$ cat src/rtl/uart_pkg.sv
// Shared UART definitions: receiver/transmitter state encodings and parity modes.
package uart_pkg;

  typedef enum logic [2:0] {
    ST_IDLE,
    ST_START,
    ST_DATA,
    ST_PARITY,
    ST_STOP
  } uart_state_t;

  localparam int unsigned PARITY_NONE = 0;
  localparam int unsigned PARITY_EVEN = 1;
  localparam int unsigned PARITY_ODD  = 2;

endpackage

$ cat src/rtl/sync_2ff.sv
// Two-flop synchroniser for a single asynchronous input, reset to 1 (idle line).
module sync_2ff (
  input  logic i_Clock,
  input  logic i_Rst_n,
  input  logic i_D,
  output logic o_Q
);

  logic meta;

  always_ff @(posedge i_Clock or negedge i_Rst_n) begin
    if (!i_Rst_n) begin
      meta <= 1'b1;
      o_Q  <= 1'b1;
    end else begin
      meta <= i_D;
      o_Q  <= meta;
    end
  end

endmodule

$ cat src/rtl/uart_rx_param.sv
// Parameterised UART receiver: start/data/optional parity/1-2 stop bits, mid-bit sampling.
module uart_rx_param
  import uart_pkg::*;
#(
  parameter int CLKS_PER_BIT = 87,
  parameter int DATA_BITS    = 8,
  parameter int PARITY_MODE  = 0,
  parameter int STOP_BITS    = 1
) (
  input  logic                 i_Clock,
  input  logic                 i_Rst_n,
  input  logic                 i_Rx_Serial,
  output logic [DATA_BITS-1:0] o_Rx_Data,
  output logic                 o_Rx_Valid,
  output logic                 o_Parity_Err,
  output logic                 o_Frame_Err,
  output logic                 o_Busy
);

  localparam int CNT_W = $clog2(CLKS_PER_BIT);
  localparam logic [CNT_W-1:0] CNT_LAST = CNT_W'(CLKS_PER_BIT - 1);
  localparam logic [CNT_W-1:0] CNT_HALF = CNT_W'((CLKS_PER_BIT - 1) / 2);
  localparam logic             HAS_PAR  = (PARITY_MODE != PARITY_NONE);
  localparam logic             PAR_ODD  = (PARITY_MODE == PARITY_ODD);

  uart_state_t          state;
  logic [CNT_W-1:0]     clk_cnt;
  logic [3:0]           bit_cnt;
  logic [DATA_BITS-1:0] data_sh;
  logic                 par_err_r;
  logic                 stop_err_r;
  logic                 rx_sync;

  sync_2ff u_sync (
    .i_Clock (i_Clock),
    .i_Rst_n (i_Rst_n),
    .i_D     (i_Rx_Serial),
    .o_Q     (rx_sync)
  );

  assign o_Busy = (state != ST_IDLE);

  always_ff @(posedge i_Clock or negedge i_Rst_n) begin
    if (!i_Rst_n) begin
      state        <= ST_IDLE;
      clk_cnt      <= '0;
      bit_cnt      <= '0;
      data_sh      <= '0;
      par_err_r    <= 1'b0;
      stop_err_r   <= 1'b0;
      o_Rx_Data    <= '0;
      o_Rx_Valid   <= 1'b0;
      o_Parity_Err <= 1'b0;
      o_Frame_Err  <= 1'b0;
    end else begin
      o_Rx_Valid <= 1'b0;
      case (state)
        ST_IDLE: begin
          clk_cnt    <= '0;
          bit_cnt    <= '0;
          par_err_r  <= 1'b0;
          stop_err_r <= 1'b0;
          if (!rx_sync) state <= ST_START;
        end
        ST_START: begin
          if (clk_cnt == CNT_HALF) begin
            clk_cnt <= '0;
            state   <= rx_sync ? ST_IDLE : ST_DATA;
          end else begin
            clk_cnt <= clk_cnt + CNT_W'(1);
          end
        end
        ST_DATA: begin
          if (clk_cnt == CNT_LAST) begin
            clk_cnt <= '0;
            // LSB arrives first, so shifting right lands sample N at bit index N
            data_sh <= {rx_sync, data_sh[DATA_BITS-1:1]};
            if (bit_cnt == 4'(DATA_BITS - 1)) begin
              bit_cnt <= '0;
              state   <= HAS_PAR ? ST_PARITY : ST_STOP;
            end else begin
              bit_cnt <= bit_cnt + 4'd1;
            end
          end else begin
            clk_cnt <= clk_cnt + CNT_W'(1);
          end
        end
        ST_PARITY: begin
          if (clk_cnt == CNT_LAST) begin
            clk_cnt   <= '0;
            par_err_r <= (^data_sh) ^ rx_sync ^ PAR_ODD;
            state     <= ST_STOP;
          end else begin
            clk_cnt <= clk_cnt + CNT_W'(1);
          end
        end
        ST_STOP: begin
          if (clk_cnt == CNT_LAST) begin
            clk_cnt <= '0;
            if (bit_cnt == 4'(STOP_BITS - 1)) begin
              // Leave at mid-stop so a start edge in the second half is caught
              o_Rx_Data    <= data_sh;
              o_Rx_Valid   <= 1'b1;
              o_Parity_Err <= par_err_r;
              o_Frame_Err  <= stop_err_r | ~rx_sync;
              bit_cnt      <= '0;
              state        <= ST_IDLE;
            end else begin
              stop_err_r <= stop_err_r | ~rx_sync;
              bit_cnt    <= bit_cnt + 4'd1;
            end
          end else begin
            clk_cnt <= clk_cnt + CNT_W'(1);
          end
        end
        default: state <= ST_IDLE;
      endcase
    end
  end

endmodule
$ cat config.mk
export PLATFORM = sky130hd
export DESIGN_NAME = uart_rx_param
export DESIGN_NICKNAME = d
export VERILOG_FILES = /design/src/rtl/uart_pkg.sv /design/src/rtl/sync_2ff.sv /design/src/rtl/uart_rx_param.sv
export SDC_FILE = /design/constraint.sdc
export NUM_CORES = 1
export LEC_CHECK = 0
export CAP_MARGIN = 20
export CORE_MARGIN = 1.5
export CORE_UTILIZATION = 40
export DETAILED_ROUTE_END_ITERATION = 12
export SLEW_MARGIN = 10
export SYNTH_ARGS = -nofsm -noshare
export SYNTH_HDL_FRONTEND = slang
export SYNTH_HIERARCHICAL = 1
export SYNTH_SLANG_ARGS = --single-unit
$ cat constraint.sdc
create_clock -name i_Clock -period 3.98 [get_ports i_Clock]
set_input_delay 0.796 -clock i_Clock [delete_from_list [all_inputs] [get_ports i_Clock]]
set_output_delay 0.796 -clock i_Clock [all_outputs]
set_load 0.01 [all_outputs]
==> results of run 1 <==
-- area by class of cell --
cell class	count	area [µm²]
tap	52	65.1
clock inverter	3	17.5
inverter	5	18.8
sequential	37	928
clock buffer	5	68.8
timing repair buffer	14	135
fill	417	2300
multi-input combinational	111	908
-- stage by stage --
| stage | cell area [µm²] | cells | hold WS (ns) | power (mW) |
|---|---|---|---|---|
| global placement | 2060 | 219 | 0.348 | 0.462 |
| detailed placement | 2060 | 219 | 0.349 | 0.465 |
| floorplan | 1900 | 160 | 0.345 | 0.445 |
| finish | 2140 | 227 | 0.358 | 0.716 |
| global route | 2140 | 227 | 0.361 | 0.747 |
| CTS | 2140 | 227 | 0.360 | 0.725 |
-- power groups by stage --
stage | registers [mW] | logic, mW | clock network, mW
detailed placement | 0.411 | 0.0537 | 0
CTS | 0.404 | 0.0540 | 0.267
finish | 0.404 | 0.0533 | 0.258
global route | 0.407 | 0.0609 | 0.280
global placement | 0.410 | 0.0518 | 0
floorplan | 0.397 | 0.0476 | 0
-- routing by layer --
layer | wire length (µm) | vias up
li1 | - | 607
met1 | 1640 | 635
met2 | 1680 | 19
met3 | 104 | 5
met4 | 55 | 0
met5 | 0 | -
-- logic make-up (layout without fill, tap and decap cells) --
| group | Yosys count | count (layout) | synth area share (%) |
|---|---|---|---|
| AOI/OAI and AO/OA | 32 | 32 | 10.7 |
| xor gates and xnor gates | 12 | 12 | 5.54 |
| adders and majority gates | 5 | 5 | 3.23 |
| buffers and inverters | 12 | 27 | 3.17 |
| DFF | 37 | 37 | 48.9 |
| muxes | 18 | 18 | 12.0 |
| and+or+nand+nor | 44 | 44 | 16.4 |
-- Yosys cell counts, types with 2 or more instances --
cell type  count  area [µm²]
dfrtp_1       35         876
o21ai_0       11        55.1
mux2_2        10         113
nand2_1        8        30.0
nor2_1         8        30.0
xnor2_1        8        70.1
mux2_4         7         105
a21oi_1        4        20.0
ha_1           4        50.1
inv_1          4        15.0
nand3_1        4        20.0
xor2_1         4        35.0
a22oi_1        3        22.5
buf_2          3        15.0
nor2b_1        3        18.8
nor3_1         3        15.0
or3_1          3        18.8
a31oi_1        2        12.5
clkbuf_1       2        7.51
dfstp_2        2        52.6
nor4b_1        2        17.5
o21ai_1        2        10.0
o41ai_1        2        17.5
or2_1          2        12.5
-- flip-flops by register name, summed over array words and instances (netlist names), 3 cells and up --
name and count:
data_sh 8, bit_cnt 4, o_Rx_Data 8, state 3, clk_cnt 7
-- worst max path at each step --
stage / start / endpoint / slack, ns / cells after the start
finish: state[0] / o_Busy / 1.32 / 2
global route: state[0] / o_Busy / 1.25 / 2
CTS: state[0] / o_Busy / 1.32 / 2
detailed placement: state[0] / o_Busy / 1.65 / 2
global placement: state[0] / o_Busy / 1.69 / 2
floorplan: state[0] / o_Busy / 2.09 / 3
==> results by group, run 1 <==
Run status
  • Outcome: finished clean

Worst setup path
  • R2r worst-path depth: 5
  • Critical Path RT: 3.18 ns
  • Worst Path Arrival: around 1.9 ns
  • Startpoint Class: flip-flop
  • Crit-path slowest cell: dfrtp_1
  • Slowest stage delay, CP: 0.62 ns
  • Cells along the critical path: or3_1 > clkdlybuf4s50_1
  • CP Capture Type: output port
  • FF-to-FF setup slack: ~1.8 ns
  • Worst Setup Path Type: flip-flop to output port
  • Reg2Reg Launch Point: state[0]
  • Crit-path max FO: 16
  • WP buf/inv: 1
  • Reg2reg end: state[1]
  • Cell family with most CP delay: flip-flops

Route
  • Iteration-0 DRC count of the detailed router: 57
  • Vias per cell: between 5 and 6
  • Routed len/inst: between 15 and 20 µm
  • Routed WL: 3480 µm
  • Final ANT Viol Nets: 0
  • Residual DRC count: 0
  • Vias: between 1000 and 1500
  • Pre-Repair DR Iteration Count: 4

Worst hold path
  • Hold endpoint: u_sync/o_Q
  • Min-Delay Path Class: flip-flop to flip-flop
  • Hold Startpoint: u_sync/meta
  • Cells on Worst Hold Path: 0

Synth
  • Post-Syn Area: ~0.0019 mm²
  • Count of different cell masters after synthesis: between 40 and 50
  • Flops & latches, synth: 37
  • Post-synth EDFFs: 0
  • Ys flop type: dfrtp_1
  • Number of synthesis warnings: 6
  • Synth Instances: between 150 and 200
  • Syn_nets: about 170
  • Register area share after synthesis: around 49%
  • Mapped Avg Cell Area: about 12 µm²
  • Synth async-reset ratio: 100%

Global route
  • Largest net degree at the start of global routing: 38
  • GRT Util Overall: 15.4%
  • Met3 track demand over resource: 2.67%
  • Initial antenna violation count: 0
  • GR peak layer: met2
  • First-pass GRT wire length: ~6200 µm
  • Met2 GRT Util: a little under a quarter
  • GRT overflow: 0
  • Vias in the first global route: approximately 1200
  • Met1 GRT Util: between 20% and 30%

Power and ir drop
  • Gate power share: between 7 and 8%
  • Clock group share of total power: between 30% and 40%
  • Leakage: ~0.97 nW
  • Maximum VDD drop: 196 µV
  • NetSw: approximately 0.19 mW
  • Pint: around 0.53 mW
  • Net Sw Frac: about a quarter
  • Pwr dens: 334 mW/mm²
  • Flop pwr share: a little under three fifths

Timing
  • Worst slew margin: 47.2%
  • Worst-Margin Slew: approximately 0.8 ns
  • Final Cycle Share: 66.7%
  • Final Worst Setup Slack: between 1 and 1.5 ns
  • Highest Clock Rate: 0.376 GHz
  • Final hold viol count: 0
  • Setup TNS Final: 0 ns
  • Max-slew violations: 0
  • Min Tclk post-route: about 2.7 ns
  • Final setup vio count: 0
  • Clock Skews: between 0.009 and 0.01 ns
  • RSZ-0062 raised after global routing: no

Floorplanning
  • Ports: 15
  • Num rows: 24
  • Overall die height: between 70 and 80 µm
  • Initial Util: approximately 43%
  • Full die area: slightly above 0.005 mm²
  • Die width: just over 70 µm
  • Core area: between 0.004 and 0.005 mm²

Place
  • Post-detail-place hpwl: 2410 µm
  • Setup WS pre-CTS: about 1.6 ns
  • GP Congestion: between 0.8 and 0.9
  • # port buffers: 14

CTS
  • CTS tree: done
  • # hold bufs at CTS: 0
  • Setup repair bufs after CTS: 0
  • TritonCTS Buffers: 5
  • Clock latency on the worst-skew pair: roughly 0.29 ns
  • CTS Sinks: 37
  • Clock tree buffer depth: 2
  • H-Tree Depth: 2
  • Clk root buf: clkbuf_8
  • Post-cts resize count: 0
  • Clock-pin slew on the worst setup and hold paths: ~0.080 ns

Finish
  • Most frequent cells in the layout: 35 x dfrtp_1, 13 x clkdlybuf4s50_1, 11 x o21ai_0
  • Final net count: ~180
  • Area grow syn2layout: 12.9%
  • Core Util, Final: between 40% and 50%
  • Most common cell after layout, fill and taps aside: dfrtp_1
  • Share of layout cells above drive strength 1: roughly a fifth
  • N_diodes: 0

Job
  • Max-cap violations: 0
Power figures use the tool's default switching activity.
==> run 2, diff against run 1 <==
==> constraint.sdc (replaced) <==
create_clock -name i_Clock -period 2.3 [get_ports i_Clock]
set_input_delay 0.46 -clock i_Clock [delete_from_list [all_inputs] [get_ports i_Clock]]
set_output_delay 0.46 -clock i_Clock [all_outputs]
set_load 0.01 [all_outputs]
==> run 2 against run 1 <==
Net effect: clock-buffer cell count up 2; die area did not move; final cell count rose by 1.8%; flip-flop and latch count stayed put; worst hold slack worse by 0.10 ns; sequential share of layout area decreased by 0.55 points; utilization is 0.62 points higher; critical path type unchanged; largest power group unchanged; highest routed layer unchanged.
==> results by group, run 2 (synthesis results as in run 1) <==
Worst hold path
  • Min-Delay Path Class: input pin to async pin

Place
  • Placed inst area: ~0.0021 mm²
  • GP Congestion: slightly below 0.8
  • # port buffers: 14
  • Post-detail-place hpwl: 2420 µm

Floorplanning
  • Num rows: 24
  • Die width: 71.9 µm
  • Ports: 15
  • Overall die height: roughly 72 µm
  • Initial Util: between 40% and 50%
  • Full die area: 0.00516 mm²
  • Core area: roughly 0.0044 mm²

Job
  • Max-cap violations: 0

Power and ir drop
  • Flop pwr share: 54.6%
  • Net Sw Frac: ~26%
  • Clock group share of total power: 35.6%
  • NetSw: around 0.32 mW
  • Maximum VDD drop: roughly 330 µV
  • Pint: 0.922 mW
  • Leakage: about 0.99 nW
  • Pwr dens: 574 mW/mm²
  • Gate power share: 9.7%

CTS
  • Post-cts resize count: 0
  • CTS tree: done
  • CTS Sinks: 37
  • Clock tree buffer depth: 2
  • # hold bufs at CTS: 0
  • Clock latency on the worst-skew pair: roughly 0.29 ns
  • TritonCTS Buffers: 5
  • Clk root buf: clkbuf_8
  • Setup repair bufs after CTS: 0
  • H-Tree Depth: 2
  • Clock-pin slew on the worst setup and hold paths: roughly 0.070 ns

Timing
  • Final hold viol count: 0
  • Clock Skews: between 0.003 and 0.004 ns
  • Min Tclk post-route: 2.07 ns
  • Final Cycle Share: 90.1%
  • Final setup vio count: 0
  • Worst-Margin Slew: 0.813 ns
  • Setup TNS Final: 0 ns
  • Max-slew violations: 0
  • Worst slew margin: between 40% and 50%
  • Highest Clock Rate: around 0.48 GHz
  • RSZ-0062 raised after global routing: no

Worst setup path
  • CP Capture Type: output port
  • Worst Setup Path Type: flip-flop to output port
  • Worst Path Arrival: between 1.5 and 2 ns
  • Critical Path RT: ~1.8 ns
  • Startpoint Class: flip-flop
  • Crit-path max FO: 2

Finish
  • Largest registers: data_sh (8), o_Rx_Data (8), clk_cnt (7)
  • Final net count: roughly 190
  • Fillers: 410
  • Share of layout cells above drive strength 1: between 20 and 25%
  • Most frequent cells in the layout: 35 x dfrtp_1, 13 x clkdlybuf4s50_1, 11 x o21ai_0
  • Final Instance Area: approximately 0.0022 mm²
  • Area grow syn2layout: 14.4%
  • N_diodes: 0
  • Most common cell after layout, fill and taps aside: dfrtp_1

Global route
  • Initial antenna violation count: 0
  • Met3 track demand over resource: approximately 4.5%
  • First-pass GRT wire length: around 6000 µm
  • Largest net degree at the start of global routing: 38
  • GR peak layer: met2
  • Met2 GRT Util: ~23%
  • GRT overflow: 0
  • Met1 GRT Util: about a fifth
  • Vias in the first global route: 1201
  • GRT Util Overall: between 10% and 20%

Route
  • Routed WL: 3510 µm
  • Residual DRC count: 0
  • Pre-Repair DR Iteration Count: 5
  • Iteration-0 DRC count of the detailed router: 56
  • Final ANT Viol Nets: 0
  • Vias per cell: 5.51
  • Routed len/inst: roughly 15 µm
  • Vias: around 1300

Run status
  • Outcome: finished clean
-- run 2: cell count changes in the layout (fill, tap and decap cells not counted) --
cell,before,now
buf_4,0,4
clkbuf_1,0,2
clkinv_2,2,0
-- run 2: path summary, 6_finish.rpt --
path                                   from         end  slack, ns  cells past startpoint
worst min register to register  u_sync/meta  u_sync/o_Q       0.36                      0
worst max-delay path               state[2]      o_Busy       0.23                      2
max in group asynchronous           i_Rst_n  clk_cnt[0]       1.53                      1
worst max register to register     state[0]    state[1]       0.35                      6
worst min-delay path                i_Rst_n  clk_cnt[2]       0.26                      1
min in group i_Clock            u_sync/meta  u_sync/o_Q       0.36                      0
-- run 2: layout make-up --
type	instances	area (µm²)	share of cell area [%]
tap	52	65.1	3.00
clock buffer	7	76.3	3.52
sequential	37	928	42.8
inverter	5	18.8	0.865
multi-input combinational	111	908	41.9
timing repair buffer	18	165	7.61
clock inverter	1	7.51	0.346
-- run 2: stage by stage --
step | hold WS [ns] | total power, mW | setup WS, ns | util, % | instances
2_1_floorplan | 0.164 | 0.770 | 0.599 | - | 160
3_3_place_gp | 0.348 | 0.810 | 0.411 | 46.9 | 223
3_5_place_dp | 0.352 | 0.813 | 0.403 | 46.9 | 223
4_1_cts | 0.293 | 1.26 | 0.222 | 48.8 | 231
5_1_grt | 0.311 | 1.30 | 0.207 | 48.8 | 231
6_report | 0.256 | 1.25 | 0.228 | 48.8 | 231
-- run 2: worst max-delay path, cell delays in order (launching register included) --
cell             delay [ns]
dfrtp_1                0.38
or3_1                  0.44
clkdlybuf4s50_1        0.50
-- run 2: power groups by stage --
| stage | Clock (mW) | Sequential [mW] | Combinational (mW) |
|---|---|---|---|
| after floorplan | 0 | 0.688 | 0.0824 |
| after global placement | 0 | 0.691 | 0.119 |
| after detailed placement | 0 | 0.693 | 0.120 |
| after CTS | 0.459 | 0.680 | 0.121 |
| after global routing | 0.489 | 0.681 | 0.133 |
| final | 0.444 | 0.681 | 0.121 |
-- run 2: layer usage --
metal  share of wire, %  vias to the layer above
met3                4.2                        7
met5                  0                        -
met4                1.6                        0
met1                 48                      623
met2                 46                       28
li1                   -                      615
==> run 3, diff against run 2 <==
==> constraint.sdc (replaced) <==
create_clock -name i_Clock -period 2.5 [get_ports i_Clock]
set_input_delay 0.375 -clock i_Clock [delete_from_list [all_inputs] [get_ports i_Clock]]
set_output_delay 0.375 -clock i_Clock [all_outputs]
set_load 0.01 [all_outputs]
==> run 3 against run 2 <==
Net effect: clock skew rose by 0.0086 ns; utilization fell by 0.20 points; via count fell by 2.5%; die area did not move; wire length fell by 4.5%; largest cell class unchanged.
==> results by group, run 3 (synthesis results as in run 1) <==
Place
  • # port buffers: 14
  • Post-detail-place hpwl: approximately 2300 µm
  • Placed inst area: ~0.0021 mm²
  • GP Congestion: 0.848

Timing
  • Clock Skews: about 0.012 ns
  • Final Cycle Share: around nine tenths
  • Final hold viol count: 0
  • Max-slew violations: 0
  • Highest Clock Rate: 0.446 GHz
  • Min Tclk post-route: 2.24 ns
  • Setup TNS Final: 0 ns
  • RSZ-0062 raised after global routing: no
  • Worst-Margin Slew: about 0.8 ns
  • Worst slew margin: 46.1%
  • Final setup vio count: 0

CTS
  • Clock tree buffer depth: 2
  • H-Tree Depth: 2
  • Clock-pin slew on the worst setup and hold paths: approximately 0.08 ns
  • Setup repair bufs after CTS: 0
  • CTS tree: done
  • Post-cts resize count: 0
  • # hold bufs at CTS: 0
  • TritonCTS Buffers: 5
  • Clk root buf: clkbuf_8
  • Clock latency on the worst-skew pair: approximately 0.28 ns
  • CTS Sinks: 37

Finish
  • Core Util, Final: 48.6%
  • N_diodes: 0
  • Share of layout cells above drive strength 1: roughly a fifth
  • Final Instance Area: between 0.002 and 0.0025 mm²
  • Final net count: around 180
  • Largest registers: data_sh (8), o_Rx_Data (8), clk_cnt (7)
  • Most frequent cells in the layout: 35 x dfrtp_1, 13 x clkdlybuf4s50_1, 11 x o21ai_0
  • Area grow syn2layout: 13.9%
  • Most common cell after layout, fill and taps aside: dfrtp_1

Floorplanning
  • Ports: 15
  • Die width: ~72 µm
  • Initial Util: 42.7%
  • Overall die height: ~72 µm
  • Core area: approximately 0.0044 mm²
  • Full die area: around 0.0052 mm²
  • Num rows: 24

Global route
  • Vias in the first global route: approximately 1200
  • GRT overflow: 0
  • Largest net degree at the start of global routing: 38
  • GRT Util Overall: ~15%
  • First-pass GRT wire length: roughly 6000 µm
  • Initial antenna violation count: 0

Route
  • Vias: about 1200
  • Pre-Repair DR Iteration Count: 4
  • Residual DRC count: 0
  • Routed len/inst: about 15 µm
  • Final ANT Viol Nets: 0
  • Vias per cell: about 5.4
  • Iteration-0 DRC count of the detailed router: 52
  • Routed WL: roughly 3400 µm

Power and ir drop
  • Overall power after layout: 1.15 mW
  • Leakage: roughly 0.98 nW
  • Pwr dens: 532 mW/mm²
  • Maximum VDD drop: roughly 350 µV

Run status
  • Outcome: finished clean

Worst setup path
  • Slowest stage delay, CP: about 0.62 ns
  • WP buf/inv: 1
  • Critical Path RT: 2.12 ns
  • Startpoint Class: flip-flop
  • Worst Setup Path Type: flip-flop to output port
  • Crit-path max FO: 16
  • Cells along the critical path: or3_1 > clkdlybuf4s50_1
  • Crit-path slowest cell: dfrtp_1
  • Cell family with most CP delay: flip-flops
  • Worst Path Arrival: about 1.9 ns
  • CP Capture Type: output port

Worst hold path
  • Min-Delay Path Class: input pin to async pin

Job
  • Max-cap violations: 0
run 3: cell types whose count changed in the layout (fill, tap and decap cells not counted):
cell / change
clkbuf_8: +1
clkinvlp_4: -1
buf_4: -2
run 3: stage by stage:
step / hold slack [ns] / std cells / worst slack [ns]
6_report: 0.179 / 229 / 0.259
5_1_grt: 0.257 / 229 / 0.194
4_1_cts: 0.208 / 229 / 0.266
3_5_place_dp: 0.347 / 221 / 0.583
3_3_place_gp: 0.349 / 221 / 0.615
2_1_floorplan: 0.0794 / 160 / 0.799
run 3: final timing paths:
path,startpoint,endpoint,slack (ns),cells past startpoint
min,i_Rst_n,bit_cnt[2],0.18,1
min reg2reg,u_sync/meta,u_sync/o_Q,0.36,0
max reg2reg,state[0],state[1],0.57,5
max,state[0],o_Busy,0.26,2
max in group asynchronous,i_Rst_n,data_sh[6],1.80,1
min in group i_Clock,u_sync/meta,u_sync/o_Q,0.36,0
run 3: report_power, final:
part           switching [mW]  internal [mW]
combinational          0.0507         0.0364
clock                   0.194          0.225
sequential             0.0310          0.612
total                   0.276          0.873
run 3: metal layers:
| layer | vias up | track usage [%] | routed length [µm] |
|---|---|---|---|
| li1 | 609 | - | - |
| met1 | 611 | 18.7 | 1570 |
| met2 | 19 | 24.6 | 1670 |
| met3 | 2 | 3.38 | 98 |
| met4 | 0 | 5.24 | 19 |
| met5 | - | 0 | 0 |
run 3: cell type report:
class,count,area (µm²)
Clock buffer,8,90.1
Fill cell,415,2280
Inverter,5,18.8
Multi-Input combinational cell,111,908
Sequential cell,37,928
Tap cell,52,65.1
Timing Repair Buffer,16,150
==> variant 1, RTL diff (settings of run 2) <==
The parameter `PARITY_MODE` goes from 0 to 1.
--- a/src/rtl/uart_rx_param.sv
+++ b/src/rtl/uart_rx_param.sv
@@ -4,7 +4,7 @@
 #(
   parameter int CLKS_PER_BIT = 87,
   parameter int DATA_BITS    = 8,
-  parameter int PARITY_MODE  = 0,
+  parameter int PARITY_MODE  = 1,
   parameter int STOP_BITS    = 1
 ) (
   input  logic                 i_Clock,
Behaviour: same outputs for any inputs over 10 cycles, from zero or initial values and one cycle with i_Rst_n low; that may be too few to reach the edited logic, so the function may still have changed.
==> variant 1 against run 2 <==
- non-clock buffer count rose by 1
- total power rose by 19%
- hold slack got worse by 10 ps
- design area rose by 2.6%
- area after synthesis rose by 0.26%
- sequential cell count did not move
- combinational power fell by 12%
- worst setup slack got worse by 110 ps
- routed wire length fell by 5.9%
- critical path type unchanged
- critical endpoint unchanged
- highest routed layer unchanged
==> variant 1: results (changes against run 2) <==
VDD IR max=323 uV (-2.6%); Power Density=664 nW/um2 (+16%); routed len/inst=14.1 um (-7.1%); DRT iter0 DRCs=57 (+1.8%); Synth Area in Compound Gates=8.03% (-2.7 points); Clock power frac=46.2% (+11 points); status=finished, final reports clean; critical path arrival=1720 ps (+110 ps); drt total wl=3310 um (-5.9%); Synth Area in XOR/XNOR=5.99% (+0.45 points); #MultiIn Comb=113 (+1.8%); kind of cell adding the most delay to the critical path=flip-flops; Post-Route M1 WL=1560 um (-8.6%); DR WL met3=107 um (-28%); fraction of area in registers=41.7% (-1.1 points); P_comb=0.106 mW (-12%); unique cell type count in the Yosys netlist=50 (+4.2%); mux contribution to synthesized area=14.1% (+2.1 points); Layout clock area frac=6.18% (+2.3 points); Worst Skew=11.6 ps (+8.16 ps); met2 wire length=1570 um (-2.2%); Non-Clock Buffer Count=19 (+1); Placed Instance Area=2090 um2 (+0.12%); DP HPWL=2370 um (-2.0%); first-pass GRT wire length=5830 um (-0.48%); nets=188 (+1.6%); met3 GRT Util=4.31% (-0.20 points); via count=1232 (-3.2%); leakage power=0.997 nW (+0.99%); Multi-input gate area=903 um2 (-0.55%); aggregate global-route resource usage=14.8% (-0.10 points); crit path max-delay cell type=dfrtp_1
-- variant 1: cell types whose count changed in the layout (fill, tap and decap cells not counted), sizes merged, moves of 3 or more --
cell	run 2	this run
o21ai	13	7
nand2	8	12
a22oi	3	0
nor3b	1	4
-- variant 1: worst paths after layout --
path                             startpoint      endpoint  slack, ps  cells after the start
worst max register to register   clk_cnt[0]  o_Rx_Data[6]        220                      7
min in group i_Clock            u_sync/meta    u_sync/o_Q        360                      0
worst min-delay path                i_Rst_n    stop_err_r        250                      1
worst max-delay path               state[2]        o_Busy        120                      2
max in group asynchronous           i_Rst_n  o_Rx_Data[7]       1540                      1
worst min register to register  u_sync/meta    u_sync/o_Q        360                      0
-- variant 1: worst register-to-register path: cells and delay by family, from the launching register on --
| family | cells | cell delay, ps |
|---|---|---|
| muxes | 1 | 350 |
| buffers and inverters | 2 | 330 |
| and+or+nand+nor | 3 | 720 |
| DFF | 1 | 400 |
| adders and majority gates | 1 | 170 |
==> variant 2, RTL diff (settings of run 2) <==
Made on the original files. Put one more register stage on the output `o_Parity_Err`. The value now appears one clock later. The other outputs are not delayed to match.
--- a/src/rtl/uart_rx_param.sv
+++ b/src/rtl/uart_rx_param.sv
@@ -22,6 +22,8 @@
   localparam logic [CNT_W-1:0] CNT_HALF = CNT_W'((CLKS_PER_BIT - 1) / 2);
   localparam logic             HAS_PAR  = (PARITY_MODE != PARITY_NONE);
   localparam logic             PAR_ODD  = (PARITY_MODE == PARITY_ODD);
+
+  logic o_Parity_Err_s0;
 
   uart_state_t          state;
   logic [CNT_W-1:0]     clk_cnt;
@@ -50,7 +52,7 @@
       stop_err_r   <= 1'b0;
       o_Rx_Data    <= '0;
       o_Rx_Valid   <= 1'b0;
-      o_Parity_Err <= 1'b0;
+      o_Parity_Err_s0 <= 1'b0;
       o_Frame_Err  <= 1'b0;
     end else begin
       o_Rx_Valid <= 1'b0;
@@ -101,7 +103,7 @@
               // Leave at mid-stop so a start edge in the second half is caught
               o_Rx_Data    <= data_sh;
               o_Rx_Valid   <= 1'b1;
-              o_Parity_Err <= par_err_r;
+              o_Parity_Err_s0 <= par_err_r;
               o_Frame_Err  <= stop_err_r | ~rx_sync;
               bit_cnt      <= '0;
               state        <= ST_IDLE;
@@ -118,4 +120,8 @@
     end
   end
 
+  always_ff @(posedge i_Clock) begin
+    o_Parity_Err <= o_Parity_Err_s0;
+  end
+
 endmodule
Formal check against the unedited RTL: no difference found for any inputs over 10 cycles, from zero or initial values and one cycle with i_Rst_n low; that may be too few to reach the edited logic, so the function may still have changed.
==> variant 2 against run 2 <==
- sequential cell count rose by 1
- routed wire length shrank 1.2%
- total power increased by 4.1%
- worst setup slack worse by 76 ps
- count of clock-buffer cells in the layout shrank 1
- design area increased by 1.6%
- area after synthesis rose by 1.1%
- highest routed layer unchanged
- critical path depth stayed put
==> variant 2: results (changes against run 2) <==
Net Sw Power=0.330 mW (+1.9%); leakage power=1.00 nW (+1.7%); grt met1 use=18.7% (-1.4 points); first-pass GRT wire length=6020 um (+2.7%); Synth Area in Compound Gates=10.6% (-0.11 points); Synth top cells by count=dfrtp_1 (35), o21ai_0 (11), mux2_2 (10); clkbuf count=6 (-1); DR pass1 iterations=4 (-1); Worst Skew=6.78 ps (+3.31 ps); aggregate global-route resource usage=14.9% (+0.024 points); internal reg-to-reg setup slack=400 ps (+50 ps); Clock power frac=36.9% (+1.3 points); Layout clock area frac=4.32% (+0.45 points); mux contribution to synthesized area=11.9% (-0.13 points); DP HPWL=2360 um (-2.3%); Worst-path clk slew=80 ps; syn nets=168 (+0.60%); Synth Area in XOR/XNOR=5.48% (-0.058 points); Post-Synth Adder-Cell Area=3.20% (-0.034 points); Async S/R FF share, synth=97.4% (-2.6 points); clock sink count=38 (+2.7%); Layout fillers=424 (+3.4%); routability cong.=0.838 (+7.8%); met3 GRT Util=3.89% (-0.61 points); Post-Route M1 WL=1550 um (-9.2%); switch share=25.4% (-0.56 points); Comb power frac=8.9% (-0.8 points); status=finished, final reports clean; met2 wire length=1760 um (+9.9%); sequential-to-total area share from yosys stat=49.5% (+0.53 points); VDD IR max=356 uV (+7.5%); Avg Vias per Cell=5.50 (-0.12%); Rel. slew slack=47.2% (+1.4 points); critical path arrival=1690 ps (+80 ps); unique cell type count in the Yosys netlist=49 (+2.1%); Sequential Area=948 um2 (+2.2%); NonClk Buf Share=7.50% (-0.12 points); GR Layer Usage met2=24.9% (+2.3 points); DR WL met3=126 um (-15%); Synth area leaders=dfrtp_1 (46%), mux2_2 (5.9%), mux2_4 (5.5%); Worst R2R End=o_Rx_Data[7]; share of layout cells above drive strength 1=21.1% (+1.0 points); vias in the first global route=1329 (+11%); Post-CTS Resized=0 (unchanged); Worst R2R Path Depth=5 (-1)
variant 2: changes by cell type in the layout (fill, tap and decap cells not counted):
| cell | run 2 | this run |
|---|---|---|
| clkbuf_1 | 2 | 0 |
| clkbuf_8 | 5 | 6 |
| clkinv_2 | 0 | 1 |
| dfxtp_1 | 0 | 1 |
variant 2: worst max-delay path by stage:
stage               endpoint  slack, ps  cells after the start       start
global placement    state[2]        420                      7  bit_cnt[0]
floorplan           state[1]        600                      6  bit_cnt[0]
global route          o_Busy        100                      2    state[0]
detailed placement  state[2]        420                      7  bit_cnt[0]
finish                o_Busy        150                      2    state[0]
CTS                   o_Busy        140                      2    state[0]
variant 2: through the flow:
step | hold slack [ps] | instance area, um2 | setup slack (ps) | util [%] | cells
floorplan | 164 | 1920 | 599 | - | 161
CTS | 293 | 2200 | 139 | 47.3 | 234
finish | 247 | 2200 | 152 | 47.3 | 234
detailed placement | 352 | 2110 | 420 | 45.2 | 226
global placement | 349 | 2110 | 423 | 45.2 | 226
global route | 321 | 2200 | 100 | 47.3 | 234
